==> config.mk <==
export PLATFORM = sky130hd
export DESIGN_NAME = dram_lsu_port
export DESIGN_NICKNAME = d
export VERILOG_FILES = /design/src/rtl/lsu_pkg.sv /design/src/rtl/lsu_lane_align.sv /design/src/rtl/dram_lsu_port.sv
export SDC_FILE = /design/constraint.sdc
export NUM_CORES = 1
export LEC_CHECK = 0
export CORE_MARGIN = 2
export CORE_UTILIZATION = 30
export DETAILED_ROUTE_END_ITERATION = 10
export SYNTH_ARGS = -nofsm -noshare
export SYNTH_HDL_FRONTEND = slang
export SYNTH_HIERARCHICAL = 1
export SYNTH_SLANG_ARGS = --single-unit
==> constraint.sdc <==
create_clock -name clk -period 10.2 [get_ports clk]
set_input_delay 1.53 -clock clk [delete_from_list [all_inputs] [get_ports clk]]
set_output_delay 1.53 -clock clk [all_outputs]
set_load 0.005 [all_outputs]
==> src/rtl/lsu_pkg.sv <==
// lsu_pkg: shared types and constants for the DRAM load/store port.
//   lsu_size_e  - access size encoding carried on req_size (11 is illegal)
//   lsu_state_e - sequencing FSM states of dram_lsu_port
//   SIZE_MASK_* - unshifted byte-lane masks per access size
//   size_mask() / is_misaligned() - small decode helpers
package lsu_pkg;

  typedef enum logic [1:0] {
    SZ_BYTE = 2'b00,
    SZ_HALF = 2'b01,
    SZ_WORD = 2'b10
  } lsu_size_e;

  typedef enum logic [2:0] {
    ST_IDLE   = 3'd0,
    ST_ISSUE0 = 3'd1,
    ST_WAIT0  = 3'd2,
    ST_ISSUE1 = 3'd3,
    ST_WAIT1  = 3'd4,
    ST_ERR    = 3'd5
  } lsu_state_e;

  localparam logic [3:0] SIZE_MASK_BYTE = 4'h1;
  localparam logic [3:0] SIZE_MASK_HALF = 4'h3;
  localparam logic [3:0] SIZE_MASK_WORD = 4'hF;

  // Illegal size yields an empty mask; such requests never reach memory.
  function automatic logic [3:0] size_mask(input logic [1:0] size);
    case (lsu_size_e'(size))
      SZ_BYTE: return SIZE_MASK_BYTE;
      SZ_HALF: return SIZE_MASK_HALF;
      SZ_WORD: return SIZE_MASK_WORD;
      default: return 4'h0;
    endcase
  endfunction

  function automatic logic is_misaligned(input logic [1:0] size, input logic [1:0] off);
    return ((lsu_size_e'(size) == SZ_HALF) && off[0]) ||
           ((lsu_size_e'(size) == SZ_WORD) && (off != 2'b00));
  endfunction

endpackage

==> src/rtl/lsu_lane_align.sv <==
// lsu_lane_align: purely combinational byte-lane steering.
//   Store side: st_size/st_off/st_wdata -> st_mask (8 lanes over two words)
//               and st_data (64-bit, low word first).
//   Load side:  {ld_hi, ld_lo} shifted down by ld_off bytes, then the low
//               8/16/32 bits sign- or zero-extended into ld_rdata.
module lsu_lane_align
  import lsu_pkg::*;
(
  input  logic [1:0]  st_size,
  input  logic [1:0]  st_off,
  input  logic [31:0] st_wdata,
  output logic [7:0]  st_mask,
  output logic [63:0] st_data,
  input  logic [1:0]  ld_size,
  input  logic [1:0]  ld_off,
  input  logic        ld_unsigned,
  input  logic [31:0] ld_lo,
  input  logic [31:0] ld_hi,
  output logic [31:0] ld_rdata
);

  logic [31:0] ld_win;
  logic        ld_sign;

  assign st_mask = {4'h0, size_mask(st_size)} << st_off;
  assign st_data = {32'h0, st_wdata} << {st_off, 3'b000};

  // Bytes above the access size fall out of the window and are masked below.
  assign ld_win = 32'({ld_hi, ld_lo} >> {ld_off, 3'b000});
  assign ld_sign = ~ld_unsigned;

  // NOTE: every path through a combinational case assigns the output, so no latch.
  always_comb begin
    case (lsu_size_e'(ld_size))
      SZ_BYTE: ld_rdata = {{24{ld_sign & ld_win[7]}}, ld_win[7:0]};
      SZ_HALF: ld_rdata = {{16{ld_sign & ld_win[15]}}, ld_win[15:0]};
      default: ld_rdata = ld_win;
    endcase
  end

endmodule

==> src/rtl/dram_lsu_port.sv <==
// dram_lsu_port: load/store initiator in front of a DRAM model with
// byte write enables and a one-cycle synchronous read.
//   req_*  - one access per req_valid && req_ready handshake (ready in IDLE)
//   rsp_*  - single-cycle response pulse with extended load data / error
//   mem_*  - registered DRAM address, byte enables, lane-positioned data;
//            mem_spo returns data one cycle after mem_a.
// Build option: define LSU_MISALIGN_SPLIT_EN to service misaligned accesses
// (split into two word accesses when they cross a word boundary); without it
// every misaligned access is answered with rsp_err.
module dram_lsu_port
  import lsu_pkg::*;
#(
  parameter int ADDR_WIDTH = 16
) (
  input  logic                  clk,
  input  logic                  rst_n,
  input  logic                  req_valid,
  output logic                  req_ready,
  input  logic                  req_we,
  input  logic [1:0]            req_size,
  input  logic                  req_unsigned,
  input  logic [31:0]           req_addr,
  input  logic [31:0]           req_wdata,
  output logic                  rsp_valid,
  output logic [31:0]           rsp_rdata,
  output logic                  rsp_err,
  output logic [ADDR_WIDTH-1:0] mem_a,
  output logic [3:0]            mem_we,
  output logic [31:0]           mem_din,
  input  logic [31:0]           mem_spo
);

`ifdef LSU_MISALIGN_SPLIT_EN
  localparam logic SPLIT_EN = 1'b1;
`else
  localparam logic SPLIT_EN = 1'b0;
`endif

  lsu_state_e            state;
  logic                  accept;
  logic                  req_bad;
  logic [ADDR_WIDTH-1:0] req_word;
  logic                  unused_addr_hi;

  logic                  we_q, uns_q, cross_q;
  logic [1:0]            size_q, off_q;
  logic [ADDR_WIDTH-1:0] word_q;
  logic [3:0]            hi_mask_q;
  logic [31:0]           hi_data_q, lo_q;

  logic [7:0]            st_mask;
  logic [63:0]           st_data;
  logic [31:0]           ld_lo, ld_rdata;

  assign req_ready      = (state == ST_IDLE);
  assign accept         = req_valid && req_ready;
  assign req_word       = req_addr[ADDR_WIDTH+1:2];
  assign unused_addr_hi = ^req_addr[31:ADDR_WIDTH+2];
  assign req_bad        = (req_size == 2'b11) ||
                          (!SPLIT_EN && is_misaligned(req_size, req_addr[1:0]));

  // Second half of a split load pairs the captured low word with mem_spo.
  assign ld_lo = (state == ST_WAIT1) ? lo_q : mem_spo;

  lsu_lane_align u_align (
    .st_size     (req_size),
    .st_off      (req_addr[1:0]),
    .st_wdata    (req_wdata),
    .st_mask     (st_mask),
    .st_data     (st_data),
    .ld_size     (size_q),
    .ld_off      (off_q),
    .ld_unsigned (uns_q),
    .ld_lo       (ld_lo),
    .ld_hi       (mem_spo),
    .ld_rdata    (ld_rdata)
  );

  // NOTE: captured request fields have no reset; they are always written at accept before use.
  always_ff @(posedge clk) begin
    if (accept) begin
      we_q      <= req_we;
      uns_q     <= req_unsigned;
      size_q    <= req_size;
      off_q     <= req_addr[1:0];
      word_q    <= req_word;
      cross_q   <= SPLIT_EN && (st_mask[7:4] != 4'h0);
      hi_mask_q <= st_mask[7:4];
      hi_data_q <= st_data[63:32];
    end
    if (state == ST_WAIT0) lo_q <= mem_spo;
  end

  always_ff @(posedge clk) begin
    if (!rst_n) begin
      state     <= ST_IDLE;
      rsp_valid <= 1'b0;
      rsp_rdata <= '0;
      rsp_err   <= 1'b0;
      mem_a     <= '0;
      mem_we    <= '0;
      mem_din   <= '0;
    end else begin
      // NOTE: defaults first make mem_we and rsp_valid single-cycle pulses.
      mem_we    <= '0;
      rsp_valid <= 1'b0;
      case (state)
        ST_IDLE: begin
          if (accept) begin
            if (req_bad) begin
              state <= ST_ERR;
            end else begin
              state <= ST_ISSUE0;
              mem_a <= req_word;
              if (req_we) begin
                mem_we  <= st_mask[3:0];
                mem_din <= st_data[31:0];
              end
            end
          end
        end
        ST_ISSUE0: begin
          if (cross_q) begin
            mem_a <= word_q + ADDR_WIDTH'(1);
            if (we_q) begin
              mem_we  <= hi_mask_q;
              mem_din <= hi_data_q;
              state   <= ST_ISSUE1;
            end else begin
              state <= ST_WAIT0;
            end
          end else if (we_q) begin
            state     <= ST_IDLE;
            rsp_valid <= 1'b1;
            rsp_rdata <= '0;
            rsp_err   <= 1'b0;
          end else begin
            state <= ST_WAIT0;
          end
        end
        ST_WAIT0: begin
          if (cross_q) begin
            state <= ST_WAIT1;
          end else begin
            state     <= ST_IDLE;
            rsp_valid <= 1'b1;
            rsp_rdata <= ld_rdata;
            rsp_err   <= 1'b0;
          end
        end
        ST_ISSUE1: begin
          state     <= ST_IDLE;
          rsp_valid <= 1'b1;
          rsp_rdata <= '0;
          rsp_err   <= 1'b0;
        end
        ST_WAIT1: begin
          state     <= ST_IDLE;
          rsp_valid <= 1'b1;
          rsp_rdata <= ld_rdata;
          rsp_err   <= 1'b0;
        end
        ST_ERR: begin
          state     <= ST_IDLE;
          rsp_valid <= 1'b1;
          rsp_rdata <= '0;
          rsp_err   <= 1'b1;
        end
        default: state <= ST_IDLE;
      endcase
    end
  end

endmodule

==> results of run 1 <==
## worst register-to-register path, cell delays in order, from the launching register on
cell and delay (ns):
dfxtp_1 0.44, inv_1 0.14, nor3_2 0.19, buf_4 0.42, mux2_2 0.45, mux4_2 0.51
mux2i_4 0.41, o21ai_0 0.18, a22oi_1 0.20, nor2_1 0.06
## layer usage
layer	routed length, µm	vias up	part of all wire
met5	0	-	0
met4	252	0	0.015
met3	1450	14	0.084
met2	8330	156	0.48
met1	7310	2498	0.42
li1	-	2579	-
## metrics by stage
stage / setup WS (ns) / utilization / cells
after global placement: 6.36 / 0.395 / 1033
after global routing: 6.49 / 0.425 / 1065
after CTS: 6.78 / 0.425 / 1065
after floorplan: 6.93 / - / 631
after detailed placement: 6.34 / 0.395 / 1033
final: 6.79 / 0.425 / 1065
## registers in the layout (all words and copies together) (netlist names)
name / flops
off_q: 2
we_q: 1
uns_q: 1
lo_q: 32
size_q: 2
state: 3
mem_din: 32
mem_a: 16
mem_we: 4
rsp_rdata: 32
rsp_err: 1
rsp_valid: 1
## power groups by stage
stage | Clock (W) | Sequential [W] | Combinational (W)
after floorplan | 0 | 0.000556 | 0.000128
after global placement | 0 | 0.000558 | 0.000214
after detailed placement | 0 | 0.000559 | 0.000215
after CTS | 0.000666 | 0.000548 | 0.000216
after global routing | 0.000686 | 0.000550 | 0.000235
final | 0.000648 | 0.000548 | 0.000214
## cell usage in the layout (no fill, tap or decap), types with 2 or more instances in the layout
cell type        instances
mux2_2                  41
nor2b_1                  3
ha_1                     2
mux4_2                  31
o21ai_0                 49
and2_1                   9
dfxtp_1                 89
and4_1                   4
inv_8                    2
a21oi_1                 28
clkdlybuf4s50_1        174
o21ai_1                 16
bufinv_16                3
clkbuf_16               17
clkinv_4                 3
a22oi_1                 32
nand3_1                 32
nor2_1                  53
buf_4                   11
nand2_1                 98
inv_6                    6
nor3_1                   4
edfxtp_1                38
inv_1                    6
mux4_1                   3
mux2i_1                 18
## path summary, 6_finish.rpt
| kind | endpoint | start | slack (ns) | depth (start not counted) |
|---|---|---|---|---|
| setup reg to reg | rsp_rdata[30] | state[2] | 7.08 | 9 |
| hold reg to reg | mem_din[7] | mem_din[7] | 0.45 | 2 |
| hold / removal | mem_din[7] | mem_din[7] | 0.45 | 2 |
| setup / recovery | mem_a[1] | req_addr[0] | 6.79 | 6 |
## cell type report
class                   instances  area (µm²)
repair buffers                186        1830
flip-flops and latches        127        2920
multi-input cells             438        3160
clock buffers                  17         425
inverters                       7        26.3
well taps                     275         344
clock inverters                15         199
fillers                      2082       12000
==> results_dict.tcl, run 1 <==
set metrics [dict create \
    skew_ns 0.0119 \
    cp-end-kind "flop" \
    critPathKind "in -> reg" \
    drc 0 \
    finalSetupTns_ns 0 \
    total_power_w 0.00141 \
    p_sw_frac 0.259 \
    path_cells "clkdlybuf4s50_1 > buf_4 > a21oi_1 > o21ai_1 > nand2_1 > a21oi_1" \
    fin_crit_sh 0.334 \
    fin_nets 882 \
    required_ns 10.54 \
    pwr-share-clk 0.460 \
    slowest_delay_ns 0.90 \
    place.gp.congestion 0.806 \
    cts_setup_buffers 0 \
    avgSynthCellArea_um2 10.1 \
    grt_pass1_wl_um 27400 \
    hold_path.class "reg -> reg" \
    worst_slew_pin_slew_ns 1.15 \
    synth_cells 631 \
    clock_path_buffers 2 \
    start_util 0.305 \
    finalHoldViolations 0 \
    placed_area_um2 8290 \
    grt_max_degree 71 \
    holdWs_ns 0.451 \
    met3_usage 0.0625 \
    cts_buffers 17 \
    max_slew_margin 0.228 \
    wl_per_cell_um 16.3 \
    grt_pass1_vias 5062 \
    drive_gt1_frac 0.157 \
    drt_pass1_iterations 5 \
    slowest_stage "o21ai_1" \
    coreArea_um2 21000 \
    layout_min_cycle_time_ns 3.41 \
    grt_usage 0.156 \
    wl_um 17300 \
    die_area_um2 22500 \
    synth_warnings 6 \
    core.rowCount 53 \
    fmax_ghz 0.293 \
    antenna_left 0 \
    insertion_delay_ns 0.42 \
    vdd_drop_max_uv 106 \
    power.leakage_nw 3.11 \
    cts_resized 0 \
    setup_viol 0 \
    use_met1 0.188 \
    antenna_found_initial 1 \
    dpl.hpwl_um 11900 \
    die_w_um 150 \
    seqPwrFrac 0.389 \
    cts_htree_levels 4 \
    die_h_um 150 \
    drtIter0Drc 326 \
    max_cap_violations 0 \
    cts_root_buf "clkbuf_16" \
    rsz0062_at_grt "no" \
    p_switching_w 0.000365 \
    top_usage_layer "met2" \
    power.share.combinational 0.152 \
    clk_pin_slew_ns 0.06 \
    crit_top_cell "a21oi_1" \
    syn2layout_area_growth_pct 39.2 \
    synthesis.area_um2 6400 \
    syn_nets 736 \
    vias_per_cell 4.93 \
    path_delay_family "compound AO/OA/AOI/OAI gates" \
    worst-path-buf-inv 2 \
    final_area_um2 8910 \
    holdBufCountCts 0 \
    status "complete, no violations" \
    worst-path-max-fanout 42 \
    grt_remaining_overflow 0 \
    vias 5247 \
    cp.arrival_ns 3.75 \
    tritoncts "done" \
    critPathLaunchType "input port" \
    clock_sinks 127 \
    internal-power_w 0.00105 \
    portBuffers 175 \
    powerDensity_nw_per_um2 158 \
    grtUsageMet2 0.255 \
    io_pins 190 \
    antenna_cells 0 \
    finalMaxSlewViolations 0 \
]
Power figures use the tool's default switching activity.
==> run 2: changes to the inputs <==
==> constraint.sdc (replaced) <==
create_clock -name clk -period 2.8 [get_ports clk]
set_input_delay 0.42 -clock clk [delete_from_list [all_inputs] [get_ports clk]]
set_output_delay 0.42 -clock clk [all_outputs]
set_load 0.005 [all_outputs]
==> results_dict.tcl, run 2 (same netlist as run 1, synthesis figures left out) <==
set metrics [dict create \
    critPathKind "reg -> reg" \
    status "complete, no violations" \
    cp-end-kind "flop" \
    hold_path.class "reg -> reg" \
    power.share.combinational 0.158 \
    drive_gt1_frac 0.164 \
    antenna_found_initial 1 \
    cts_buffers 17 \
    cts_setup_buffers 0 \
    powerDensity_nw_per_um2 569 \
    drtIter0Drc 283 \
    antenna_left 0 \
    io_pins 190 \
    core.rowCount 53 \
    grt_remaining_overflow 0 \
    clk_pin_slew_ns 0.06 \
    pwr-share-clk 0.454 \
    worst_slew_pin_slew_ns 1.13 \
    portBuffers 175 \
    hold_path_startpoint "mem_din[9]" \
    grt_usage 0.159 \
    clock_sinks 127 \
    grt_pass1_wl_um 27500 \
    grt_pass1_vias 5044 \
    rsz0062_at_grt "no" \
    antenna_cells 0 \
    start_util 0.305 \
    finalSetupTns_ns 0 \
    fmax_ghz 0.389 \
    wl_um 17700 \
    die_area_um2 22500 \
    holdBufCountCts 0 \
    internal-power_w 0.00388 \
    max_slew_margin 0.240 \
    met3_usage 0.0695 \
    vdd_drop_max_uv 355 \
    crit_start "state[2]" \
    multi_input_area_um2 3170 \
    seq_area_um2 2920 \
    skew_ns 0.0136 \
    fin_util 0.431 \
    grtUsageMet2 0.263 \
    layout_min_cycle_time_ns 2.57 \
    clock_path_buffers 2 \
    cts_resized 0 \
    r2r-start "state[2]" \
    cp.arrival_ns 2.87 \
    vias_per_cell 4.92 \
    seqPwrFrac 0.387 \
    place_worst_setup_slack_ns 0.227 \
    required_ns 3.10 \
    grt_max_degree 70 \
    layout_common_cells "clkdlybuf4s50_1, nand2_1, dfxtp_1" \
    place.gp.congestion 0.798 \
    tritoncts "done" \
    die_h_um 150 \
    fin_crit_sh 0.919 \
    drc 0 \
    finalHoldViolations 0 \
    drt_pass1_iterations 4 \
    p_switching_w 0.00126 \
    finalMaxSlewViolations 0 \
    critPathLaunchType "flop" \
    use_met1 0.188 \
    power.leakage_nw 3.15 \
    fin_ws_ns 0.226 \
    cts_htree_levels 4 \
    max_cap_violations 0 \
    worst-path-max-fanout 19 \
    reg.largest.list "lo_q: 32 flops, mem_din: 32 flops, rsp_rdata: 32 flops" \
    syn2layout_area_growth_pct 41.0 \
    wl_per_cell_um 16.4 \
    cts_root_buf "clkbuf_16" \
    fillCellCount 2056 \
    top_usage_layer "met2" \
    holdWs_ns 0.449 \
    p_sw_frac 0.245 \
    dpl.hpwl_um 12500 \
    die_w_um 150 \
    vias 5284 \
    fin_nets 892 \
    setup_viol 0 \
    coreArea_um2 21000 \
    insertion_delay_ns 0.42 \
    mostFrequentLayoutCell "clkdlybuf4s50_1" \
]
run 2: changes by cell type in the layout (fill, tap and decap cells not counted):
| cell | before | now |
|---|---|---|
| clkinv_1 | 1 | 4 |
| bufinv_16 | 3 | 4 |
| clkinvlp_4 | 1 | 3 |
| clkinv_2 | 0 | 1 |
| nor3b_2 | 1 | 0 |
| buf_12 | 0 | 3 |
| nor3b_4 | 0 | 1 |
| inv_6 | 6 | 1 |
| buf_4 | 11 | 18 |
| inv_8 | 2 | 0 |
run 2: path summary, 6_finish.rpt:
path                   endpoint  slack [ns]  cells after the start
setup / recovery  rsp_rdata[19]        0.23                     10
hold / removal       mem_din[9]        0.45                      2
setup reg to reg  rsp_rdata[19]        0.23                     10
hold reg to reg      mem_din[9]        0.45                      2
run 2: cell type report:
type / instances / share of cell area
clock buffer: 17 / 0.0471
tap: 275 / 0.0381
sequential: 127 / 0.324
clock inverter: 15 / 0.0215
multi-input combinational: 438 / 0.351
inverter: 7 / 0.00291
timing repair buffer: 196 / 0.215
run 2: layer usage:
metal	vias up	wire length, µm
met5	-	0
met4	0	161
met3	8	1600
met2	164	8710
met1	2511	7180
li1	2601	-
run 2: power by group through the flow:
stage	clock network (W)	registers [W]	logic, W
3_3_place_gp	0	0.00203	0.000814
4_1_cts	0.00240	0.00199	0.000822
5_1_grt	0.00248	0.00200	0.000887
2_1_floorplan	0	0.00203	0.000467
6_report	0.00233	0.00199	0.000812
3_5_place_dp	0	0.00203	0.000818
run 2: metrics by stage:
step	cell area (µm²)	power [W]	std cells
final	9020	0.00514	1075
after global routing	9020	0.00537	1075
after CTS	9020	0.00521	1075
after detailed placement	8400	0.00285	1043
after global placement	8400	0.00284	1043
after floorplan	6410	0.00249	631
run 2: critical path, cell delays in order (launching register included):
cell	delay, ns
dfxtp_1	0.32
inv_1	0.08
nor3_2	0.26
buf_12	0.20
buf_4	0.24
mux2_2	0.39
mux4_1	0.56
nand2_1	0.09
o21ai_0	0.08
a22oi_1	0.16
nor2_1	0.05
==> run 3: changes to the inputs <==
==> constraint.sdc (replaced) <==
create_clock -name clk -period 2.77 [get_ports clk]
set_input_delay 0.4155 -clock clk [delete_from_list [all_inputs] [get_ports clk]]
set_output_delay 0.4155 -clock clk [all_outputs]
set_load 0.005 [all_outputs]
==> results_dict.tcl, run 3 (same netlist as run 1, synthesis figures left out) <==
set metrics [dict create \
    status "complete, no violations" \
    place.gp.congestion 0.807 \
    cts_buffers 17 \
    grt_usage 0.162 \
    wl_um 17900 \
    worst_slew_pin_slew_ns 1.19 \
    slowest_delay_ns 0.56 \
    die_h_um 150 \
    hold_end "mem_din[7]" \
    setup_viol 0 \
    required_ns 3.06 \
    tritoncts "done" \
    finalSetupTns_ns 0 \
    power.leakage_nw 3.12 \
    wl_per_cell_um 16.7 \
    insertion_delay_ns 0.42 \
    io_pins 190 \
    fin_util 0.427 \
    r2r_cells 9 \
    r2r-start "state[2]" \
    vias 5335 \
    antenna_found_initial 1 \
    worst-r2r-setup-slack_ns 0.19 \
    hold_path.class "reg -> reg" \
    placed_cells 1041 \
    clock_sinks 127 \
    max_slew_margin 0.202 \
    hold_path_startpoint "mem_din[7]" \
    placed_area_um2 8380 \
    cts_resized 0 \
    layout_common_cells "clkdlybuf4s50_1, nand2_1, dfxtp_1" \
    final_cells 1074 \
    dpl.hpwl_um 12500 \
    core.rowCount 53 \
    finalMaxSlewViolations 0 \
    max_cap_violations 0 \
    crit_start "state[2]" \
    fillCellCount 2067 \
    finalHoldViolations 0 \
    grt_max_degree 70 \
    syn2layout_area_growth_pct 39.9 \
    drtIter0Drc 281 \
    coreArea_um2 21000 \
    start_util 0.305 \
    drive_gt1_frac 0.160 \
    fin_crit_sh 0.932 \
    die_w_um 150 \
    cts_setup_buffers 0 \
    cts_root_buf "clkbuf_16" \
    drc 0 \
    worst_r2r_endpoint "rsp_rdata[19]" \
    cts_htree_levels 4 \
    vdd_drop_max_uv 366 \
    portBuffers 175 \
    rsz0062_at_grt "no" \
    critPathLaunchType "flop" \
    holdPathStages 2 \
    grt_remaining_overflow 0 \
    grt_pass1_vias 5146 \
    layout_min_cycle_time_ns 2.58 \
    grt_pass1_wl_um 28100 \
    worst-path-buf-inv 2 \
    clk_pin_slew_ns 0.06 \
    path_delay_family "multiplexers" \
    antenna_left 0 \
    cp-end-kind "flop" \
    vias_per_cell 4.97 \
    holdBufCountCts 0 \
    mostFrequentLayoutCell "clkdlybuf4s50_1" \
    path_cells "inv_1 > nor3_4 > buf_4 > mux2_2 > mux4_1 > nand2_1 > o21ai_0 > a22oi_1 > nor2_1" \
    skew_ns 0.0125 \
    powerDensity_nw_per_um2 559 \
    cp.arrival_ns 2.88 \
    critPathKind "reg -> reg" \
    final_area_um2 8960 \
    slowest_stage "mux4_1" \
    total_power_w 0.00501 \
    reg.largest.list "lo_q: 32 flops, mem_din: 32 flops, rsp_rdata: 32 flops" \
    worst-path-max-fanout 16 \
    fmax_ghz 0.387 \
    die_area_um2 22500 \
    fin_nets 890 \
    drt_pass1_iterations 5 \
    clock_path_buffers 2 \
]
==> run 3: cell count changes in the layout (fill, tap and decap cells not counted), sizes merged <==
cell      previous run  this run
inv                  7         8
bufinv               4         2
clkinv               8         7
clkbuf              17        18
buf                 22        20
diode                0         1
clkinvlp             3         4
==> run 3: where the power goes <==
group	switching, W	total, W	internal (W)
logic	0.000378	0.000816	0.000438
clock network	0.000855	0.00217	0.00132
registers	0.0000394	0.00202	0.00198
==> run 3: layer usage <==
metal | wire length, µm | vias to the layer above | track usage
met5 | 0 | - | 0
met4 | 251 | 0 | 0.0528
met3 | 1500 | 16 | 0.0628
met2 | 8670 | 162 | 0.264
met1 | 7500 | 2569 | 0.197
li1 | - | 2588 | -
==> run 3: worst max path at each step <==
stage               cells after the start            end
global route                            9  rsp_rdata[19]
detailed placement                      9  rsp_rdata[19]
finish                                  9  rsp_rdata[19]
CTS                                     9  rsp_rdata[19]
global placement                        9  rsp_rdata[19]
floorplan                              10  rsp_rdata[16]
==> run 3: cell type report <==
type | instances | area [µm²] | share of cell area
Clock inverter | 14 | 141 | 0.0158
Timing Repair Buffer | 194 | 1910 | 0.214
Sequential cell | 127 | 2920 | 0.326
Inverter | 7 | 26.3 | 0.00293
Clock buffer | 18 | 429 | 0.0479
Multi-Input combinational cell | 438 | 3180 | 0.355
Tap cell | 275 | 344 | 0.0384
Antenna cell | 1 | 2.50 | 0.000279
==> run 3: through the flow <==
stage          setup WS (ns)  hold slack [ns]
5_1_grt               0.0320            0.468
4_1_cts                0.186            0.454
2_1_floorplan          0.102            0.445
3_5_place_dp           0.198            0.443
6_report               0.188            0.449
3_3_place_gp           0.201            0.435
==> run 3: worst register-to-register path: stages, from the launching register on <==
cell,delay [ns]
dfxtp_1,0.32
inv_1,0.10
nor3_4,0.37
buf_4,0.32
mux2_2,0.40
mux4_1,0.56
nand2_1,0.09
o21ai_0,0.08
a22oi_1,0.17
nor2_1,0.05
